**config.mk**
```make
export PLATFORM = sky130hd
export DESIGN_NAME = fun_core
export DESIGN_NICKNAME = d
export VERILOG_FILES = /design/src/rtl/fun_pkg.sv /design/src/rtl/shift_add_mul.sv /design/src/rtl/fun_core.sv
export SDC_FILE = /design/constraint.sdc
export NUM_CORES = 1
export LEC_CHECK = 0
export ABC_AREA = 0
export ABC_CLOCK_PERIOD_IN_PS = 3400
export CAP_MARGIN = 30
export CELL_PAD_IN_SITES_DETAIL_PLACEMENT = 0
export CELL_PAD_IN_SITES_GLOBAL_PLACEMENT = 1
export CORE_MARGIN = 2
export CORE_UTILIZATION = 41
export DETAILED_ROUTE_END_ITERATION = 12
export PLACE_DENSITY_LB_ADDON = 0.1
export SYNTH_ARGS = -nofsm -noshare
export SYNTH_HDL_FRONTEND = slang
export SYNTH_HIERARCHICAL = 1
export SYNTH_SLANG_ARGS = --single-unit
```
**constraint.sdc**
```tcl
create_clock -name clk -period 3.4 [get_ports clk]
set_input_delay 0.68 -clock clk [delete_from_list [all_inputs] [get_ports clk]]
set_output_delay 0.68 -clock clk [all_outputs]
set_load 0.01 [all_outputs]
```
**src/rtl/fun_pkg.sv**
```systemverilog
// Shared widths, cube-root step constants and FSM encoding for fun_core.
package fun_pkg;

  localparam int OP_W   = 8;
  localparam int RES_W  = 11;
  localparam int ROOT_W = 3;
  localparam int PROD_W = 2 * OP_W;
  localparam int T_W    = 9;
  localparam int S_W    = 3;

  localparam logic [S_W-1:0] S_INIT = 3'd6;
  localparam logic [S_W-1:0] S_STEP = 3'd3;

  typedef enum logic [2:0] {
    IDLE       = 3'd0,
    CBRT_SHIFT = 3'd1,
    CBRT_MUL   = 3'd2,
    CBRT_CMP   = 3'd3,
    FIN_MUL    = 3'd4,
    DONE       = 3'd5
  } state_t;

endpackage

```
**src/rtl/shift_add_mul.sv**
```systemverilog
// 8x8 -> 16 unsigned shift-add multiplier: one load cycle, then one
// multiplier bit per cycle; done pulses for one cycle with prod valid.
module shift_add_mul
  import fun_pkg::*;
(
  input  logic              clk,
  input  logic              rst,
  input  logic              go,
  input  logic [OP_W-1:0]   x,
  input  logic [OP_W-1:0]   y,
  output logic [PROD_W-1:0] prod,
  output logic              done
);

  logic [PROD_W-1:0] mcand;
  logic [PROD_W-1:0] acc;
  logic [OP_W-1:0]   mplier;
  logic [2:0]        cnt;
  logic              running;

  always_ff @(posedge clk or negedge rst) begin
    if (!rst) begin
      mcand   <= '0;
      acc     <= '0;
      mplier  <= '0;
      cnt     <= '0;
      running <= 1'b0;
      done    <= 1'b0;
    end else begin
      done <= 1'b0;
      if (go) begin
        mcand   <= {{(PROD_W-OP_W){1'b0}}, x};
        mplier  <= y;
        acc     <= '0;
        cnt     <= '0;
        running <= 1'b1;
      end else if (running) begin
        if (mplier[0]) acc <= acc + mcand;
        mcand  <= mcand << 1;
        mplier <= mplier >> 1;
        cnt    <= cnt + 3'd1;
        if (cnt == 3'd7) begin
          running <= 1'b0;
          done    <= 1'b1;
        end
      end
    end
  end

  // acc is only rewritten by a new go, so prod stays stable after done.
  assign prod = acc;

endmodule

```
**src/rtl/fun_core.sv**
```systemverilog
// result = a * floor(cbrt(b)) using a restoring bit-serial cube root and a
// single shared shift-add multiplier, with a start/busy handshake.
module fun_core
  import fun_pkg::*;
(
  input  logic             clk,
  input  logic             rst,
  input  logic [OP_W-1:0]  a_i,
  input  logic [OP_W-1:0]  b_i,
  input  logic             start,
  output logic [RES_W-1:0] result,
  output logic             busy
);

  state_t            state;
  state_t            state_nx;
  logic [OP_W-1:0]   a_q;
  logic [OP_W-1:0]   x_q;
  logic [ROOT_W-1:0] y_q;
  logic [S_W-1:0]    s_q;
  logic              mul_fired;

  logic              mul_go;
  logic              mul_done;
  logic [OP_W-1:0]   mul_x;
  logic [OP_W-1:0]   mul_y;
  logic [PROD_W-1:0] mul_prod;
  logic [T_W-1:0]    t_val;
  logic              take;

  // Trial subtrahend (3p+1) << s; p = y(y+1) never exceeds 42 here.
  function automatic logic [T_W-1:0] root_trial(input logic [T_W-1:0] p,
                                                input logic [S_W-1:0] s);
    logic [T_W-1:0] t3p1;
    t3p1 = (p << 1) + p + T_W'(1);
    return t3p1 << s;
  endfunction

  function automatic logic [RES_W-1:0] fit_result(input logic [PROD_W-1:0] p);
    if (|p[PROD_W-1:RES_W]) return {RES_W{1'b1}};
    return p[RES_W-1:0];
  endfunction

  shift_add_mul u_mul (
    .clk  (clk),
    .rst  (rst),
    .go   (mul_go),
    .x    (mul_x),
    .y    (mul_y),
    .prod (mul_prod),
    .done (mul_done)
  );

  always_ff @(posedge clk or negedge rst) begin
    if (!rst) state <= IDLE;
    else      state <= state_nx;
  end

  always_comb begin
    state_nx = state;
    unique case (state)
      IDLE:       if (start) state_nx = CBRT_SHIFT;
      CBRT_SHIFT: state_nx = CBRT_MUL;
      CBRT_MUL:   if (mul_done) state_nx = CBRT_CMP;
      CBRT_CMP:   state_nx = (s_q != '0) ? CBRT_SHIFT : FIN_MUL;
      FIN_MUL:    if (mul_done) state_nx = DONE;
      DONE:       state_nx = IDLE;
      default:    state_nx = IDLE;
    endcase
  end

  // Multiplier operand mux: y*(y+1) during the root, a*y for the product.
  always_comb begin
    mul_go = 1'b0;
    mul_x  = a_q;
    mul_y  = {{(OP_W-ROOT_W){1'b0}}, y_q};
    if (state == CBRT_MUL) begin
      mul_x = {{(OP_W-ROOT_W){1'b0}}, y_q};
      mul_y = {{(OP_W-ROOT_W){1'b0}}, y_q} + OP_W'(1);
    end
    if ((state == CBRT_MUL || state == FIN_MUL) && !mul_fired) mul_go = 1'b1;
  end

  assign t_val = root_trial(mul_prod[T_W-1:0], s_q);
  assign take  = ({1'b0, x_q} >= t_val);

  always_ff @(posedge clk or negedge rst) begin
    if (!rst) begin
      a_q       <= '0;
      x_q       <= '0;
      y_q       <= '0;
      s_q       <= '0;
      mul_fired <= 1'b0;
      busy      <= 1'b0;
      result    <= '0;
    end else begin
      unique case (state)
        IDLE: begin
          if (start) begin
            a_q  <= a_i;
            x_q  <= b_i;
            y_q  <= '0;
            s_q  <= S_INIT;
            busy <= 1'b1;
          end
        end
        CBRT_SHIFT: y_q <= y_q << 1;
        CBRT_MUL, FIN_MUL: begin
          if (mul_go)        mul_fired <= 1'b1;
          else if (mul_done) mul_fired <= 1'b0;
        end
        CBRT_CMP: begin
          // take guarantees t <= x <= 255, so the low byte is the full value.
          if (take) begin
            x_q <= x_q - t_val[OP_W-1:0];
            y_q <= y_q + ROOT_W'(1);
          end
          if (s_q != '0) s_q <= s_q - S_STEP;
        end
        DONE: begin
          result <= fit_result(mul_prod);
          busy   <= 1'b0;
        end
        default: ;
      endcase
    end
  end

endmodule

```
==> flow_metrics.tcl <==
set metrics [dict create \
    status "complete, but fails checks" \
    violations "setup timing" \
    start_util 0.423 \
    maxCapViolCount 0 \
    clk_latency_ns 0.35 \
    crit_required_ns 3.64 \
    cpMaxStageDelayCell "or4_4" \
    die_w_um 122 \
    path_max_fanout 6 \
    die_h_um 122 \
    crit_path_end_kind "flop" \
    fin_setup_tns_ns -1.44 \
    final_cell_mix "80 x dfrtp_1, 58 x nand2_1, 49 x buf_4, 42 x nor2_1, 35 x o21ai_0" \
    ant_nets 0 \
    finalClockSkew_ns 0.00911 \
    critical_path.max_stage_delay_ns 0.48 \
    period_needed_ns 3.56 \
    finalInstanceArea_um2 6930 \
    overflow 0 \
    antenna_cells 0 \
    drc 0 \
    nFillCells 1274 \
    clk_pin_slew_ns 0.07 \
    tightest_slew_ns 0.825 \
    gp_congestion 0.878 \
    clock_sinks 83 \
    drv_slew 0 \
    cts.htree.levels 3 \
    hold_viol_final 0 \
    drive_gt1_frac 0.208 \
    path_cells "buf_4, ha_4, o21a_1, or4_4, o211a_4, nand2_1, o311a_1, a21oi_2, ha_4, buf_6, nand3_2, nor2_4, a21oi_1, and3_4, nor4_4, nand2_4, mux2_4" \
    first_iter_violations 188 \
    io_buffers 30 \
    grt_pass1_wl_um 23400 \
    synth-seq-cells 83 \
    ys.flop_type "dfrtp_1" \
    total_power_mw 2.04 \
    cts_buffers 9 \
    hold_path_class "in -> async" \
    clk_path_buf_depth 2 \
    relSlewSlack 0.448 \
    yosysSeqAreaShare 0.366 \
    fmax_ghz 0.281 \
    antenna_found_initial 0 \
    multi_input_area_um2 3580 \
    setup_ws_ns -0.159 \
    vias_per_cell 5.48 \
    synthToLayoutAreaGrowth_pct 22.2 \
    final_common_cell "dfrtp_1" \
    crit_path_start_kind "flop" \
    drt_wl_total_um 14000 \
    netlist_instances 599 \
    grt_pass1_vias 4654 \
    setup_viol_count_final 11 \
    p_leak_nw 3.13 \
    worstSetupPathType "reg -> reg" \
    io_pins 31 \
    rsz0062_at_grt "yes" \
    root_buffer "clkbuf_16" \
    async_reset_ff_frac 1.00 \
    synth_cell_types 81 \
    dpl_cell_area_um2 6470 \
    fin_crit_sh 1.05 \
    holdWs_ns 0.376 \
    cp_common_cell "ha_4" \
    vdd_drop_max_uv 218 \
    place_hpwl_um 10100 \
    drt_pass1_iterations 4 \
    fp.dieArea_um2 14800 \
    regArea_um2 2080 \
    fp-row-count 42 \
    wl_per_cell_um 16.7 \
    vias 4606 \
    core-area_um2 13400 \
    track_usage 0.202 \
    synth_warnings 6 \
    synth_edf_count 0 \
    final_cells 841 \
    powerDensity_nw_per_um2 294 \
    arrival_ns 3.80 \
    synth_area_per_cell_um2 9.47 \
    placedCellCount 819 \
    synthesis.area_um2 5670 \
    grt_max_degree 55 \
    r2r_slack_ns -0.16 \
    cts_tree "done" \
    nNetsFinal 718 \
]
## final timing paths
kind,startpoint,to,cells after the start
hold reg to reg,a_q[5],a_q[5],1
min in group clk,a_q[5],a_q[5],1
setup reg to reg,u_mul/prod[2],x_q[4],17
hold / removal,rst,x_q[3],1
max in group asynchronous,rst,u_mul/mplier[0],2
setup / recovery,u_mul/prod[2],x_q[4],17
## critical path: cells and delay by family, from the launching register on
family                   cells  cell delay, ns
AND/OR/NAND/NOR              7            1.27
AO/OA/AOI/OAI                5            0.60
adder cells (fa/ha/maj)      2            0.53
flip-flops                   1            0.45
multiplexers                 1            0.32
buffers and inverters        2            0.26
## metal layers
metal  GRT usage  vias up  share of wire
met3      0.0365       27          0.028
met1       0.263     2234           0.46
met2       0.334       61           0.48
li1            -     2284              -
met5           0        -              0
met4      0.0797        0          0.025
## area by class of cell
type                       count  share of cell area
multi-input combinational    463               0.517
sequential                    83               0.300
timing repair buffer          80              0.0982
clock buffer                   9              0.0325
tap                          176              0.0318
inverter                      23              0.0125
clock inverter                 7             0.00758
## Yosys cell counts (all sizes together) (4+ instances only)
library cell | n | area share
nor3b | 4 | 0.0053
xnor2 | 13 | 0.020
o21a | 10 | 0.013
a31oi | 4 | 0.0044
o21ai | 41 | 0.037
mux2 | 20 | 0.044
mux2i | 33 | 0.058
nand2b | 6 | 0.0066
ha | 36 | 0.079
a21o | 11 | 0.015
nand3 | 15 | 0.013
inv | 23 | 0.015
xor2 | 5 | 0.0077
clkbuf | 19 | 0.013
and3 | 9 | 0.0099
o22a | 12 | 0.019
nor4 | 5 | 0.0093
o31ai | 5 | 0.0066
o211ai | 6 | 0.010
dfrtp | 83 | 0.37
nor2 | 44 | 0.029
nor2b | 13 | 0.016
nand2 | 59 | 0.040
nor3 | 12 | 0.011
a211oi | 8 | 0.015
buf | 14 | 0.014
a21oi | 37 | 0.035
## repair_timing
| item | CTS | global route |
|---|---|---|
| endpoints found under the hold margin | 0 | 0 |
| pin swaps | 1 | 7 |
| hold buffers | 0 | 0 |
| gates resized for setup | 11 | 16 |
| setup buffers | 4 | 2 |
| endpoints found under the setup margin | 11 | 11 |
## flip-flops by register name, summed over array words and instances, names as in the netlist, 3 cells and up
| signal | cells |
|---|---|
| state | 3 |
| y_q | 3 |
| u_mul/prod | 16 |
| u_mul/mcand | 16 |
| u_mul/cnt | 3 |
| result | 11 |
| u_mul/mplier | 8 |
| s_q | 3 |
| a_q | 8 |
| x_q | 8 |
## where the power goes
part / internal (mW) / switching (mW)
sequential: 0.990 / 0.00511
clock: 0.500 / 0.436
combinational: 0.0509 / 0.0567
total: 1.54 / 0.497
## through the flow
stage | setup slack (ns) | utilization
final | -0.159 | 0.517
after global routing | -0.341 | 0.517
after CTS | -0.176 | 0.509
after detailed placement | -0.269 | 0.483
after global placement | -0.157 | 0.483
after floorplan | -0.0107 | -
## cell families after synthesis
family                     synth area share
muxes                                 0.103
buffers and inverters                0.0417
other                              0.000661
AOI/OAI and AO/OA                     0.197
adders and majority gates            0.0900
DFF                                   0.366
xor gates and xnor gates             0.0278
and+or+nand+nor                       0.174
Note: power is estimated with default switching activity, not from simulation.
